## config.mk

```make
export PLATFORM = sky130hd
export DESIGN_NAME = pick_frame_scanner
export DESIGN_NICKNAME = d
export VERILOG_FILES = /design/src/rtl/pick_frame_scanner.sv
export SDC_FILE = /design/constraint.sdc
export NUM_CORES = 1
export LEC_CHECK = 0
export ABC_AREA = 1
export BUFFER_PORTS_ARGS = -buffer_cell sky130_fd_sc_hd__buf_2
export CAP_MARGIN = 20
export CORE_MARGIN = 3
export CORE_UTILIZATION = 55
export CTS_CLUSTER_SIZE = 16
export DETAILED_ROUTE_END_ITERATION = 8
export PLACE_DENSITY = 0.85
export SKIP_LAST_GASP = 1
export SLEW_MARGIN = 15
export SYNTH_ARGS = -nofsm -noshare
export SYNTH_HDL_FRONTEND = slang
export SYNTH_SLANG_ARGS = --single-unit
```

## constraint.sdc

```tcl
create_clock -name CLK -period 2.9 [get_ports CLK]
set_clock_uncertainty 0.1 [all_clocks]
set_input_delay 0.145 -clock CLK [delete_from_list [all_inputs] [get_ports CLK]]
set_output_delay 0.145 -clock CLK [all_outputs]
set_load 0.01 [all_outputs]
```

## src/rtl/pick_frame_scanner.sv

```systemverilog
// pick_frame_scanner: per-frame showPick3 bounding box, count and overlap summary with a valid/ready result port
module pick_frame_scanner #(
  parameter int X_MAX = 639,
  parameter int Y_MAX = 479
) (
  input  logic        CLK,
  input  logic        Reset,
  input  logic        frame_start,
  input  logic        frame_end,
  input  logic        pixel_valid,
  input  logic [9:0]  drawX,
  input  logic [9:0]  drawY,
  input  logic        showPick2,
  input  logic        showPick3,
  input  logic        res_ready,
  output logic        res_valid,
  output logic [9:0]  minX,
  output logic [9:0]  maxX,
  output logic [9:0]  minY,
  output logic [9:0]  maxY,
  output logic [18:0] p3_count,
  output logic        overlap,
  output logic        empty,
  output logic        overrun
);
  typedef enum logic {IDLE, SCAN} state_t;
  localparam logic [9:0] XM = 10'(X_MAX);
  localparam logic [9:0] YM = 10'(Y_MAX);
  state_t state_q, state_d;
  logic [9:0] aminx_q, amaxx_q, aminy_q, amaxy_q;
  logic [9:0] aminx_d, amaxx_d, aminy_d, amaxy_d;
  logic [18:0] acnt_q, acnt_d;
  logic aovl_q, aovl_d, drop_q;
  logic [9:0] bminx, bmaxx, bminy, bmaxy, uminx, umaxx, uminy, umaxy;
  logic [18:0] bcnt, ucnt;
  logic bovl, uovl, commit, fresh, hit, load;
  // Fold the current pixel into either the running or a freshly cleared frame; pick next state.
  always_comb begin
    commit  = state_q == SCAN && frame_end;
    fresh   = frame_start && !commit;
    hit     = (state_q == SCAN || frame_start) && pixel_valid && drawX <= XM && drawY <= YM && showPick3;
    load    = commit && (!res_valid || res_ready);
    bminx   = fresh ? 10'd1023 : aminx_q;
    bmaxx   = fresh ? 10'd0 : amaxx_q;
    bminy   = fresh ? 10'd1023 : aminy_q;
    bmaxy   = fresh ? 10'd0 : amaxy_q;
    bcnt    = fresh ? 19'd0 : acnt_q;
    bovl    = fresh ? 1'b0 : aovl_q;
    uminx   = hit && drawX < bminx ? drawX : bminx;
    umaxx   = hit && drawX > bmaxx ? drawX : bmaxx;
    uminy   = hit && drawY < bminy ? drawY : bminy;
    umaxy   = hit && drawY > bmaxy ? drawY : bmaxy;
    ucnt    = hit && bcnt != '1 ? bcnt + 19'd1 : bcnt;
    uovl    = bovl | (hit & showPick2);
    aminx_d = commit && frame_start ? 10'd1023 : uminx;
    amaxx_d = commit && frame_start ? 10'd0 : umaxx;
    aminy_d = commit && frame_start ? 10'd1023 : uminy;
    amaxy_d = commit && frame_start ? 10'd0 : umaxy;
    acnt_d  = commit && frame_start ? 19'd0 : ucnt;
    aovl_d  = commit && frame_start ? 1'b0 : uovl;
    state_d = frame_start ? SCAN : commit ? IDLE : state_q;
  end
  // State and accumulator registers.
  always_ff @(posedge CLK) begin
    if (Reset) begin
      state_q <= IDLE;
      aminx_q <= 10'd1023;
      amaxx_q <= 10'd0;
      aminy_q <= 10'd1023;
      amaxy_q <= 10'd0;
      acnt_q  <= 19'd0;
      aovl_q  <= 1'b0;
    end else begin
      state_q <= state_d;
      aminx_q <= aminx_d;
      amaxx_q <= amaxx_d;
      aminy_q <= aminy_d;
      amaxy_q <= amaxy_d;
      acnt_q  <= acnt_d;
      aovl_q  <= aovl_d;
    end
  end
  // Result port: load on an accepted commit, otherwise record a drop or retire a consumed result.
  always_ff @(posedge CLK) begin
    if (Reset) begin
      res_valid <= 1'b0;
      minX      <= 10'd1023;
      maxX      <= 10'd0;
      minY      <= 10'd1023;
      maxY      <= 10'd0;
      p3_count  <= 19'd0;
      overlap   <= 1'b0;
      overrun   <= 1'b0;
      drop_q    <= 1'b0;
    end else if (load) begin
      res_valid <= 1'b1;
      minX      <= uminx;
      maxX      <= umaxx;
      minY      <= uminy;
      maxY      <= umaxy;
      p3_count  <= ucnt;
      overlap   <= uovl;
      overrun   <= drop_q;
      drop_q    <= 1'b0;
    end else if (commit) begin
      drop_q    <= 1'b1;
    end else if (res_valid && res_ready) begin
      res_valid <= 1'b0;
    end
  end
  assign empty = p3_count == 19'd0;
endmodule

```

==> metrics <==
largest net degree at the start of global routing 42; CP max FO 14; CP arrival just under 3 ns; nets 1060; ANT cells 0; syn avg cell area a little over 7 um2; Detail Route Antenna Nets 0; Detailed Route WL 15900 um; CTS tree built; Area growth syn-to-layout 19.9%; met3 Use GR 6.68%; Multi-input gate area 0.00337 mm2; first-pass GRT wire length 26600 um; Overall Power approximately 4000 uW; drt pass-1 iters 5; WS Path Type in -> reg; clock share of power about half; met2 Track Usage GR a little over two fifths; Core Area roughly 0.011 mm2; num rows 38; CTS Buffer Depth 2; Fin. Hold Viols 0; share of cells above drive strength 1 18.0%; critical path capture point type register; Via-to-Cell Ratio approximately 5.3; r2r worst-path depth 15; setup slack after layout around 0.23 ns; Reg area 0.00248 mm2; CTS Sinks about 120; Filler Cells Inserted just under 900; Mapped Area approximately 0.0063 mm2; clock slew at reported path FFs 0.05 ns; Seq/Total Area, Yosys between 30% and 40%; P per Cell Area between 500 and 600 mW/mm2; DPL Wire Length 11000 um; leakage power between 0.003 and 0.004 uW; Vias approximately 6000; Switching Fraction approximately 23%; Net Count, Synth about 960; synthesized instance count roughly 890; final worst path period share 92.0%; final setup TNS 0 ns; Hold Path Class in -> reg; die area between 0.01 and 0.015 mm2; CTS Root Cell clkbuf_16; H-tree Lvls 4; startpoint class of the critical path input pin; # IOs 91; max-cap viol count 0; RSZ-0062 raised after global routing false; Synth area leader dfxtp_1; die height approximately 110 um; grt total ovfl 0; setup violators final 0; Area contributors post-synth dfxtp_1 39%, nand2_1 16%, ha_1 7.7%; wire per inst around 14 um; Inserted Clock Buffers 17; share of the synthesized area in the top cell type 39.3%; sequential share of power around 44%; initial antenna violation count 0; Non-Filler Instances approximately 1100; Slew Limit Fails 0; Initial Utilization 57.3%; Pint between 3000 and 4000 uW; Logic pwr share under 10%; routability-driven placement congestion ratio ~0.93; Net Switching 885 uW; flops & latches, synth 124; status finished, final reports clean; worst slew pin tran approximately 0.67 ns; Distinct cells, synth 36; WP data required between 3 and 4 ns; Die Wd between 100 and 150 um; minimum clock period between 2 and 3 ns; warnings from Yosys 0; number of global-route vias before repair about 5800; Starting DRT DRC Count between 500 and 600; # port buffers 90; Max VDD drop around 0.42 mV; GR Util met1 slightly above 30%; drt drc 0; Total GRT Usage between 20% and 30%; worst-skew pair later-pin latency 0.42 ns; hold depth 3; layer with the highest usage met2; fmax approximately 370 MHz; Placed Instances roughly 1100; worst slack, placed around 0.11 ns; Worst slew margin 55.1%
[state kept, by name (all words and copies together) (netlist names)]
register and flops:
maxX 10, overlap 1, res_valid 1, state_q 1, acnt_q 19, aminx_q 10
p3_count 19, minX 10, minY 10, aminy_q 10, drop_q 1, maxY 10
aovl_q 1, amaxy_q 10, amaxx_q 10, overrun 1
[worst max-delay path, cell delays in order]
cell	delay, ns
dlygate4sd3_1	0.53
buf_2	0.14
nand2_2	0.13
nand2_4	0.14
buf_4	0.22
nand2_1	0.11
inv_1	0.06
ha_1	0.22
inv_1	0.11
nor2_2	0.07
nand2_4	0.11
nor2_8	0.05
a21oi_2	0.46
nand2_1	0.18
nand2_1	0.12
nand2_1	0.05
nand2_1	0.06
[area by class of cell]
| type | count | share of cell area [%] |
|---|---|---|
| Clock buffer | 25 | 6.27 |
| Timing Repair Buffer | 119 | 9.41 |
| Clock inverter | 3 | 0.528 |
| Multi-Input combinational cell | 647 | 44.5 |
| Sequential cell | 124 | 32.8 |
| Inverter | 84 | 4.19 |
| Tap cell | 140 | 2.31 |
[metrics by stage]
step / hold WS, ns / util [%] / cell area [um2]
floorplan: 0.114 / - / 6320
global placement: 0.277 / 62.2 / 6870
detailed placement: 0.285 / 62.2 / 6870
CTS: 0.00133 / 68.5 / 7560
global route: 0.0162 / 68.7 / 7580
finish: 0.0177 / 68.7 / 7580
[final timing paths]
| path | end | slack (ns) | start |
|---|---|---|---|
| max | p3_count[10] | 0.23 | frame_end |
| min | aminx_q[1] | 0.02 | drawX[1] |
| max reg2reg | p3_count[18] | 0.27 | state_q |
| min reg2reg | drop_q | 0.35 | drop_q |
[cell usage in the layout, fill, tap and decap left out, types with 5 or more instances in the layout]
cell type,instances
dfxtp_1,124
nand3_1,92
nor4_1,5
nand2_4,5
or2_2,19
dlygate4sd3_1,18
nand2_2,12
nand3b_1,10
buf_4,11
nor2_2,8
xor2_1,6
clkbuf_16,17
inv_1,83
nand2_1,262
clkbuf_1,6
ha_1,39
nand4_1,15
a21oi_1,34
o21ai_0,37
buf_2,90
nor2_1,76
[power groups by stage]
stage / combinational (uW) / clock [uW] / sequential, uW
6_report: 281 / 1890 / 1730
3_5_place_dp: 256 / 0 / 1770
2_1_floorplan: 169 / 0 / 1770
4_1_cts: 278 / 1900 / 1730
3_3_place_gp: 251 / 0 / 1770
5_1_grt: 316 / 1980 / 1730
[cell usage after synthesis (all sizes together)]
cell / count
nor2: 86
nor3: 3
nand4: 15
a22o: 1
dfxtp: 124
xor2: 6
inv: 84
a21oi: 36
buf: 14
o21a: 4
o211ai: 2
ha: 39
nand3b: 10
o21ai: 41
nor4: 5
clkbuf: 19
or2: 19
a211oi: 1
nand3: 96
a21o: 2
xnor2: 1
nand2: 280
[per-layer routing]
| metal | part of all wire, % | vias up |
|---|---|---|
| li1 | - | 3081 |
| met1 | 43 | 2708 |
| met2 | 48 | 211 |
| met3 | 6.5 | 34 |
| met4 | 2.2 | 0 |
| met5 | 0 | - |
[cells by family (layout without fill, tap and decap cells)]
kind of cell / count (synthesis) / count (layout) / share of synthesized area (%)
AO/OA/AOI/OAI: 87 / 87 / 7.43
XOR/XNOR: 7 / 7 / 0.971
adder cells (fa/ha/maj): 39 / 39 / 7.72
buffers and inverters: 117 / 231 / 7.66
flip-flops: 124 / 124 / 39.3
AND/OR/NAND/NOR: 514 / 514 / 36.9
[timing repair]
action,4_1_cts,5_1_grt
hold buffers,18,0
endpoints found under the hold margin,17,0
buffers inserted,0,0
gates resized for setup,0,8
endpoints found under the setup margin,0,82
No activity file was read; power rests on OpenSTA's default activity.
